**config.mk**
```make
export PLATFORM = sky130hd
export DESIGN_NAME = cla_seq_ctrl
export DESIGN_NICKNAME = d
export VERILOG_FILES = /design/src/rtl/cla_seq_ctrl.sv
export SDC_FILE = /design/constraint.sdc
export NUM_CORES = 1
export LEC_CHECK = 0
export ABC_AREA = 1
export BUFFER_PORTS_ARGS = -buffer_cell sky130_fd_sc_hd__buf_2
export CORE_MARGIN = 10
export CORE_UTILIZATION = 54
export DETAILED_ROUTE_END_ITERATION = 16
export PLACE_DENSITY = 0.84
export SYNTH_ARGS = -nofsm -noshare
export SYNTH_HDL_FRONTEND = slang
export SYNTH_SLANG_ARGS = --single-unit
```
**constraint.sdc**
```tcl
create_clock -name clk -period 6.96 [get_ports clk]
set_input_delay 0.696 -clock clk [delete_from_list [all_inputs] [get_ports clk]]
set_output_delay 0.696 -clock clk [all_outputs]
set_load 0.05 [all_outputs]
```
**src/rtl/cla_seq_ctrl.sv**
```systemverilog
// Sequential W-bit add/subtract controller that drives an external registered
// 4-bit CLA slice one nibble at a time, LSB nibble first, rippling the carry.
module cla_seq_ctrl #(
  parameter int NIB = 4
) (
  input  logic             clk,
  input  logic             reset,
  input  logic             start,
  input  logic             op_sub,
  input  logic [4*NIB-1:0] opa,
  input  logic [4*NIB-1:0] opb,
  output logic             busy,
  output logic             done,
  output logic [4*NIB-1:0] result,
  output logic             cout,
  output logic             add_en,
  output logic [3:0]       add_a,
  output logic [3:0]       add_b,
  output logic             add_cin,
  input  logic [4:0]       add_q
);

  localparam int IDX_W = (NIB > 1) ? $clog2(NIB) : 1;
  localparam logic [IDX_W-1:0] LAST_IDX = IDX_W'(NIB - 1);

  typedef enum logic [1:0] {IDLE, ISSUE, WAIT, DONE} state_t;

  state_t                 state, state_nxt;
  logic [NIB-1:0][3:0]    a_q, b_q, res_q;
  logic                   sub_q;
  logic                   carry_q;
  logic                   cout_q;
  logic [IDX_W-1:0]       idx_q;

  // NOTE: sequential state uses non-blocking assignments so every register
  // samples pre-edge values, independent of process ordering.
  always_ff @(posedge clk) begin
    if (reset) state <= IDLE;
    else       state <= state_nxt;
  end

  // NOTE: every output of this block gets a default before the case, so no
  // path leaves a signal unassigned and no latch is inferred.
  always_comb begin
    state_nxt = state;
    busy      = 1'b1;
    done      = 1'b0;
    add_en    = 1'b0;
    add_a     = 4'h0;
    add_b     = 4'h0;
    add_cin   = 1'b0;
    unique case (state)
      IDLE: begin
        busy = 1'b0;
        if (start) state_nxt = ISSUE;
      end
      ISSUE: begin
        add_en    = 1'b1;
        add_a     = a_q[idx_q];
        add_b     = sub_q ? ~b_q[idx_q] : b_q[idx_q];
        add_cin   = carry_q;
        state_nxt = WAIT;
      end
      WAIT: begin
        state_nxt = (idx_q == LAST_IDX) ? DONE : ISSUE;
      end
      DONE: begin
        done      = 1'b1;
        state_nxt = IDLE;
      end
      default: state_nxt = IDLE;
    endcase
  end

  // NOTE: operand copies carry no reset; they are always reloaded on an
  // accepted start before any step reads them.
  always_ff @(posedge clk) begin
    if (state == IDLE && start && !reset) begin
      a_q   <= opa;
      b_q   <= opb;
      sub_q <= op_sub;
    end
  end

  // The slice output is consumed only in WAIT, so add_q is never looked at
  // while in reset or in the IDLE cycle that follows it.
  always_ff @(posedge clk) begin
    if (reset) begin
      idx_q   <= '0;
      carry_q <= 1'b0;
      cout_q  <= 1'b0;
      res_q   <= '0;
    end else begin
      unique case (state)
        IDLE: begin
          if (start) begin
            idx_q   <= '0;
            carry_q <= op_sub;
          end
        end
        WAIT: begin
          res_q[idx_q] <= add_q[3:0];
          carry_q      <= add_q[4];
          if (idx_q == LAST_IDX) cout_q <= add_q[4];
          else                   idx_q  <= idx_q + IDX_W'(1);
        end
        default: ;
      endcase
    end
  end

  assign result = res_q;
  assign cout   = cout_q;

endmodule
```
==> results by group, run 1 <==
Job
  • Max-cap violations: 0

Clock network
  • Root buffer cell: clkbuf_8
  • Clock transition at path regs: about 90 ps
  • # resized after CTS: 0
  • H-tree levels: 2
  • Clock sinks: 55
  • Setup bufs post-CTS: 0
  • Hold_buf cts: 0
  • TritonCTS clock tree: yes
  • Clock Path Buffers: 2
  • Worst-Skew Late Latency: between 200 and 300 ps
  • CTS buffer count: 5

Pwr
  • Int Power: 0.000488 W
  • Switching pwr: 0.000154 W
  • Clock power frac: a little under a third
  • Switch share: a little under a quarter
  • Lkg Pwr: about 1.2 nW
  • Sequential share of power: between 50% and 60%
  • Power per cell area: 237 nW/um^2
  • Logic pwr share: 12.0%
  • Peak supply drop: roughly 0.13 mV

Finish
  • Finished Layout Cells: 347
  • Area grow syn2layout: 20.9%
  • Flip-flop and latch area: ~1400 sq um
  • Final net count: approximately 340
  • Antenna Cells: 0
  • Most frequent cells in the layout: buf_2 (69), nand2_1 (46), nor2_1 (34)
  • Share of layout cells above drive strength 1: just under 30%
  • Most common cell after layout, fill and taps aside: buf_2
  • Fin area: between 2000 and 3000 sq um
  • # fillers: 308
  • Multi-input gate area: approximately 710 sq um

Logic synthesis
  • Synth Area in XOR/XNOR: 0%
  • Largest family of logic cells by synthesized area: simple AND/OR/NAND/NOR gates
  • Register area share after synthesis: roughly 64%
  • #FFs+latches synth: 55
  • Post-Syn Area: about 2200 sq um
  • Unique cell type count in the Yosys netlist: 22
  • Mux share of post-synthesis cell area: 0%
  • Syn_area_per_cell: between 9 and 10 sq um
  • Syn_nets: 272
  • Area contributors post-synth: edfxtp_1 (44%), dfxtp_1 (20%), nand2_1 (7.7%)
  • Post-synthesis compound-gate area fraction: between 8 and 9%
  • Share of the synthesized area in the top cell type: between 40% and 50%
  • Total of warnings raised by yosys: 0
  • Simple-gate share of the synthesized area: a little over a fifth
  • Biggest area consumer among synthesized cells: edfxtp_1
  • Post-synthesis adder-cell area fraction: roughly 2.2%
  • Cells after synthesis: 227

Setup path
  • Critical setup path kind: flip-flop to primary output
  • Required @ worst endpoint: approximately 6300 ps
  • CP Data Arrival Time: approximately 2000 ps
  • Crit path max fanout: 20
  • Critical Path End Type: primary output
  • CP Launch Type: flip-flop

Die
  • Rows: 23
  • IO Pins: 70
  • Die area: roughly 7100 sq um
  • Die Width: around 85 um
  • DIE HEIGHT: ~85 um
  • Initial Util: 56.2%
  • Core box area: 4000 sq um

Detailed routing
  • Avg WL per Cell: approximately 14 um
  • Initial DRC count: 75
  • DRC errors left: 0
  • Via count: between 1500 and 2000
  • Router iterations before antenna repair: 4
  • DR vias/cell: between 5 and 6
  • ANT nets after route: 0
  • Total Wirelength: between 4000 and 5000 um

Status
  • Outcome: completed

Global route
  • Vias in the first global route: 1826
  • Total grt overflow: 0
  • Initial antenna violation count: 0
  • Gr usage total: 13.7%
  • Largest net degree at the start of global routing: 29
  • First-pass GRT wire length: roughly 8200 um

STA
  • Part of the cycle the worst path needs: about two fifths
  • Least-Margin Pin Slew: 727 ps
  • Min Clock Period, post-route: roughly 2800 ps
  • Final slew viol count: 0
  • Final Skew: about 4.4 ps
  • Slew HR: just over 50%
  • Setup violators final: 0
  • Unrepaired setup endpoints after global routing: no
  • Endpoints failing hold: 0
  • Setup tns final: 0 ps
  • Max Clk Rate: 363 MHz
  • Hold_ws: between 400 and 500 ps

Place
  • # port buffers: 69
  • Dpl cells: about 340
  • Placed instance area: 2610 sq um
  • RePlAce Congestion: between 0.8 and 0.9
  • DP Wirelength: between 3000 and 4000 um

Hold path
  • Hold Crit Class: flip-flop to flip-flop
state kept, by name (all words and copies together) (netlist names):
name / count
a_q: 16
idx_q: 2
sub_q: 1
b_q: 16
carry_q: 1
state: 2
result: 16
cout: 1
per-stage QoR:
step           total power (W)  setup slack [ps]  utilization [%]
2_1_floorplan         0.000426              3340                -
3_3_place_gp          0.000448              4620             65.2
3_5_place_dp          0.000450              4540             65.2
4_1_cts               0.000649              4200             67.9
5_1_grt               0.000677              3950             67.9
6_report              0.000643              4200             67.9
synthesized netlist by cell type:
cell type,count
a21oi_1,23
buf_1,1
buf_12,1
buf_2,3
buf_4,2
clkbuf_1,1
dfxtp_1,22
edfxtp_1,33
ha_1,4
inv_1,6
inv_2,4
inv_4,1
inv_6,1
nand2_1,46
nand2_4,1
nand3_1,26
nor2_1,34
nor2_2,2
nor2_4,1
nor3_1,1
o21ai_0,10
o21ai_1,4
cell type report:
class	instances	share of cell area, %
inverters	12	1.93
multi-input cells	152	26.2
clock inverters	1	1.11
well taps	50	2.30
clock buffers	7	2.81
repair buffers	70	13.0
flip-flops and latches	55	52.7
critical path: stages, from the launching register on:
cell     delay (ps)
dfxtp_1         800
inv_4           210
nand2_1         110
nand3_1         100
nand3_1         100
nand2_1          50
nor2_1          110
buf_2           280
metal layers:
layer / GRT usage, % / vias to the layer above / part of all wire (%)
met3: 4.54 / 2 / 7.9
met4: 5.54 / 0 / 1.0
met1: 16.5 / 783 / 43
met2: 22.0 / 68 / 48
met5: 0 / - / 0
li1: - / 905 / -
power groups by stage:
stage / combinational (W) / sequential [W] / clock, W
floorplan: 0.0000526 / 0.000373 / 0
global placement: 0.0000758 / 0.000372 / 0
detailed placement: 0.0000774 / 0.000373 / 0
CTS: 0.0000776 / 0.000365 / 0.000206
global route: 0.0000852 / 0.000367 / 0.000226
finish: 0.0000771 / 0.000365 / 0.000200
worst paths after layout:
path | from | endpoint | slack [ps] | depth (start not counted)
max | idx_q[0] | add_b[0] | 4200 | 7
min | result[10] | result[10] | 460 | 2
max reg2reg | idx_q[0] | result[11] | 5210 | 5
min reg2reg | result[10] | result[10] | 460 | 2
cells by family after synthesis:
logic type | after synthesis
buffers and inverters | 20
AND/OR/NAND/NOR | 111
AO/OA/AOI/OAI | 37
flip-flops | 55
adder cells (fa/ha/maj) | 4
No activity file was read; power rests on OpenSTA's default activity.
==> run 2, diff against run 1 <==
--- a/config.mk
+++ b/config.mk
@@ -8,9 +8,9 @@
 export ABC_AREA = 1
 export BUFFER_PORTS_ARGS = -buffer_cell sky130_fd_sc_hd__buf_2
 export CORE_MARGIN = 10
-export CORE_UTILIZATION = 54
+export CORE_UTILIZATION = 50
 export DETAILED_ROUTE_END_ITERATION = 16
-export PLACE_DENSITY = 0.84
+export PLACE_DENSITY = 0.78
 export SYNTH_ARGS = -nofsm -noshare
 export SYNTH_HDL_FRONTEND = slang
 export SYNTH_SLANG_ARGS = --single-unit
==> constraint.sdc (replaced) <==
create_clock -name clk -period 2.77 [get_ports clk]
set_input_delay 0.277 -clock clk [delete_from_list [all_inputs] [get_ports clk]]
set_output_delay 0.277 -clock clk [all_outputs]
set_load 0.05 [all_outputs]
==> run 2 against run 1 <==
Effect of this change: worst hold slack got worse by 320 ps; die area increased by 6.1%; clock-buffer cell count decreased by 1; combinational power increased to 2.6 times the previous value; non-clock buffer count increased by 1; first-iteration DRC count increased by 130%; total power increased by 140%; final area decreased by 0.37%; critical endpoint is now add_b[3]; highest routed layer unchanged.
==> results by group, run 2 (synthesized netlist as in run 1, its figures left out) <==
Finish
  • Most frequent cells in the layout: buf_2 (69), nand2_1 (46), nor2_1 (34) (unchanged)
  • Most common cell after layout, fill and taps aside: buf_2 (unchanged)
  • Fin area: 2710 sq um (was 2720 sq um)
  • Area grow syn2layout: 20.4% (was 20.9%)
  • Antenna Cells: 0 (unchanged)
  • Share of layout cells above drive strength 1: 29.2% (was 29.3%)
  • Final net count: 342 (was 341)
  • Final Util: 62.2% (was 67.9%)

Setup path
  • Reg2reg path depth: 7 (was 5)
  • Crit path max fanout: 19 (was 20)
  • CP Data Arrival Time: 1780 ps (was 2060 ps)
  • Slowest cell on crit path: dfxtp_1 (unchanged)
  • Reg2reg end: result[14] (was result[11])
  • Critical setup path kind: flip-flop to primary output (unchanged)
  • Required @ worst endpoint: 2490 ps (was 6260 ps)
  • Flop2flop setup slack: 1150 ps (was 5210 ps)
  • CP max stage delay: 570 ps (was 800 ps)
  • CP Cell Sequence: inv_4 > nand2_1 > nand3_1 > nand3_1 > nand2_1 > nor2_1 > buf_2 (unchanged)
  • CP Launch Type: flip-flop (unchanged)
  • Critical Path End Type: primary output (unchanged)
  • Reg-to-Reg Start: idx_q[0] (unchanged)

Global route
  • First-pass GRT wire length: 8270 um (was 8240 um)
  • Largest net degree at the start of global routing: 34 (was 29)
  • Gr usage total: 13.6% (was 13.7%)
  • Vias in the first global route: 1802 (was 1826)
  • Initial antenna violation count: 0 (unchanged)
  • Total grt overflow: 0 (unchanged)

Detailed routing
  • Total Wirelength: 5120 um (was 4820 um)
  • Avg WL per Cell: 14.6 um (was 13.9 um)
  • ANT nets after route: 0 (unchanged)
  • Router iterations before antenna repair: 4 (unchanged)
  • DRC errors left: 0 (unchanged)
  • Via count: 1763 (was 1758)
  • Initial DRC count: 173 (was 75)
  • DR vias/cell: 5.04 (was 5.07)

Hold path
  • Min-delay src: opb[2] (was result[10])
  • Hold Crit Class: input port to flip-flop (was flip-flop to flip-flop)
  • Worst Hold Path EP: b_q[2] (was result[10])
  • Hold Path Depth: 1 (was 2)

Clock network
  • TritonCTS clock tree: yes (unchanged)
  • Root buffer cell: clkbuf_8 (unchanged)
  • CTS buffer count: 5 (unchanged)
  • Hold_buf cts: 0 (unchanged)
  • # resized after CTS: 0 (unchanged)
  • H-tree levels: 2 (unchanged)
  • Clock Path Buffers: 2 (unchanged)
  • Clock transition at path regs: 90 ps (about the same)
  • Setup bufs post-CTS: 0 (unchanged)
  • Clock sinks: 55 (unchanged)
  • Worst-Skew Late Latency: 310 ps (was 290 ps)

Die
  • Die area: 7580 sq um (was 7140 sq um)
  • IO Pins: 70 (unchanged)
  • DIE HEIGHT: 87.0 um (was 84.5 um)
  • Core box area: 4350 sq um (was 4000 sq um)
  • Initial Util: 51.6% (was 56.2%)
  • Die Width: 87.0 um (was 84.5 um)
  • Rows: 24 (was 23)

STA
  • Min Clock Period, post-route: 2060 ps
  • Final Skew: 16.7 ps (was 4.37 ps)
  • Final slew viol count: 0 (unchanged)
  • Least-Margin Pin Slew: 459 ps (was 727 ps)
  • Max Clk Rate: roughly 490 MHz
  • Unrepaired setup endpoints after global routing: no (unchanged)
  • Setup tns final: 0 ps (unchanged)
  • Slew HR: 69.4% (was 51.4%)
  • Setup violators final: 0 (unchanged)
  • Part of the cycle the worst path needs: between 70% and 80%
  • Endpoints failing hold: 0 (unchanged)
  • Hold_ws: 143 ps (was 462 ps)

Pwr
  • Lkg Pwr: 1.17 nW (about the same)
  • Peak supply drop: 0.298 mV (was 0.129 mV)
  • PnR Total Power: 0.00152 W (was 0.000643 W)
  • Power per cell area: 563 nW/um^2 (was 237 nW/um^2)

Place
  • # port buffers: 69 (unchanged)
  • RePlAce Congestion: 0.814 (was 0.836)
  • Placed instance area: 2630 sq um (was 2610 sq um)
  • DP Wirelength: 3820 um (was 3590 um)

Job
  • Max-cap violations: 0 (unchanged)

Status
  • Outcome: completed (unchanged)
[run 2: worst max path at each step]
stage / start / endpoint / slack (ps) / depth (start not counted)
2_1_floorplan: state[1] / a_q[0] / 200 / 3
3_5_place_dp: idx_q[0] / add_b[3] / 1050 / 7
5_1_grt: idx_q[1] / add_a[1] / 530 / 5
4_1_cts: idx_q[0] / add_b[3] / 710 / 7
6_report: idx_q[0] / add_b[3] / 710 / 7
3_3_place_gp: idx_q[0] / add_b[0] / 1050 / 6
[run 2: through the flow]
step	instances	worst slack, ps
3_3_place_gp	342	1050
6_report	350	715
2_1_floorplan	227	201
3_5_place_dp	342	1050
4_1_cts	350	705
5_1_grt	350	532
[run 2: critical path, delay by kind of cell (launching register included)]
kind                   cells  cell delay, ps
buffers and inverters      2             430
flip-flops                 1             570
AND/OR/NAND/NOR            5             450
[run 2: layer usage]
metal	up-vias	GRT usage [%]	wire length [um]
met5	-	0	0
met4	0	5.01	47
met1	798	15.9	2160
met3	5	5.06	361
met2	53	22.2	2540
li1	907	-	-
[run 2: power breakdown]
group	internal, W	switching (W)
Combinational	0.0000581	0.000143
Clock	0.000173	0.000235
Sequential	0.000900	0.0000152
Total	0.00113	0.000393
[run 2: layout make-up]
class / instances / area [sq um]
fill: 371 / 1650
tap: 52 / 65.1
timing repair buffer: 71 / 360
multi-input combinational: 152 / 717
inverter: 12 / 52.6
clock inverter: 2 / 7.51
clock buffer: 6 / 72.6
sequential: 55 / 1430
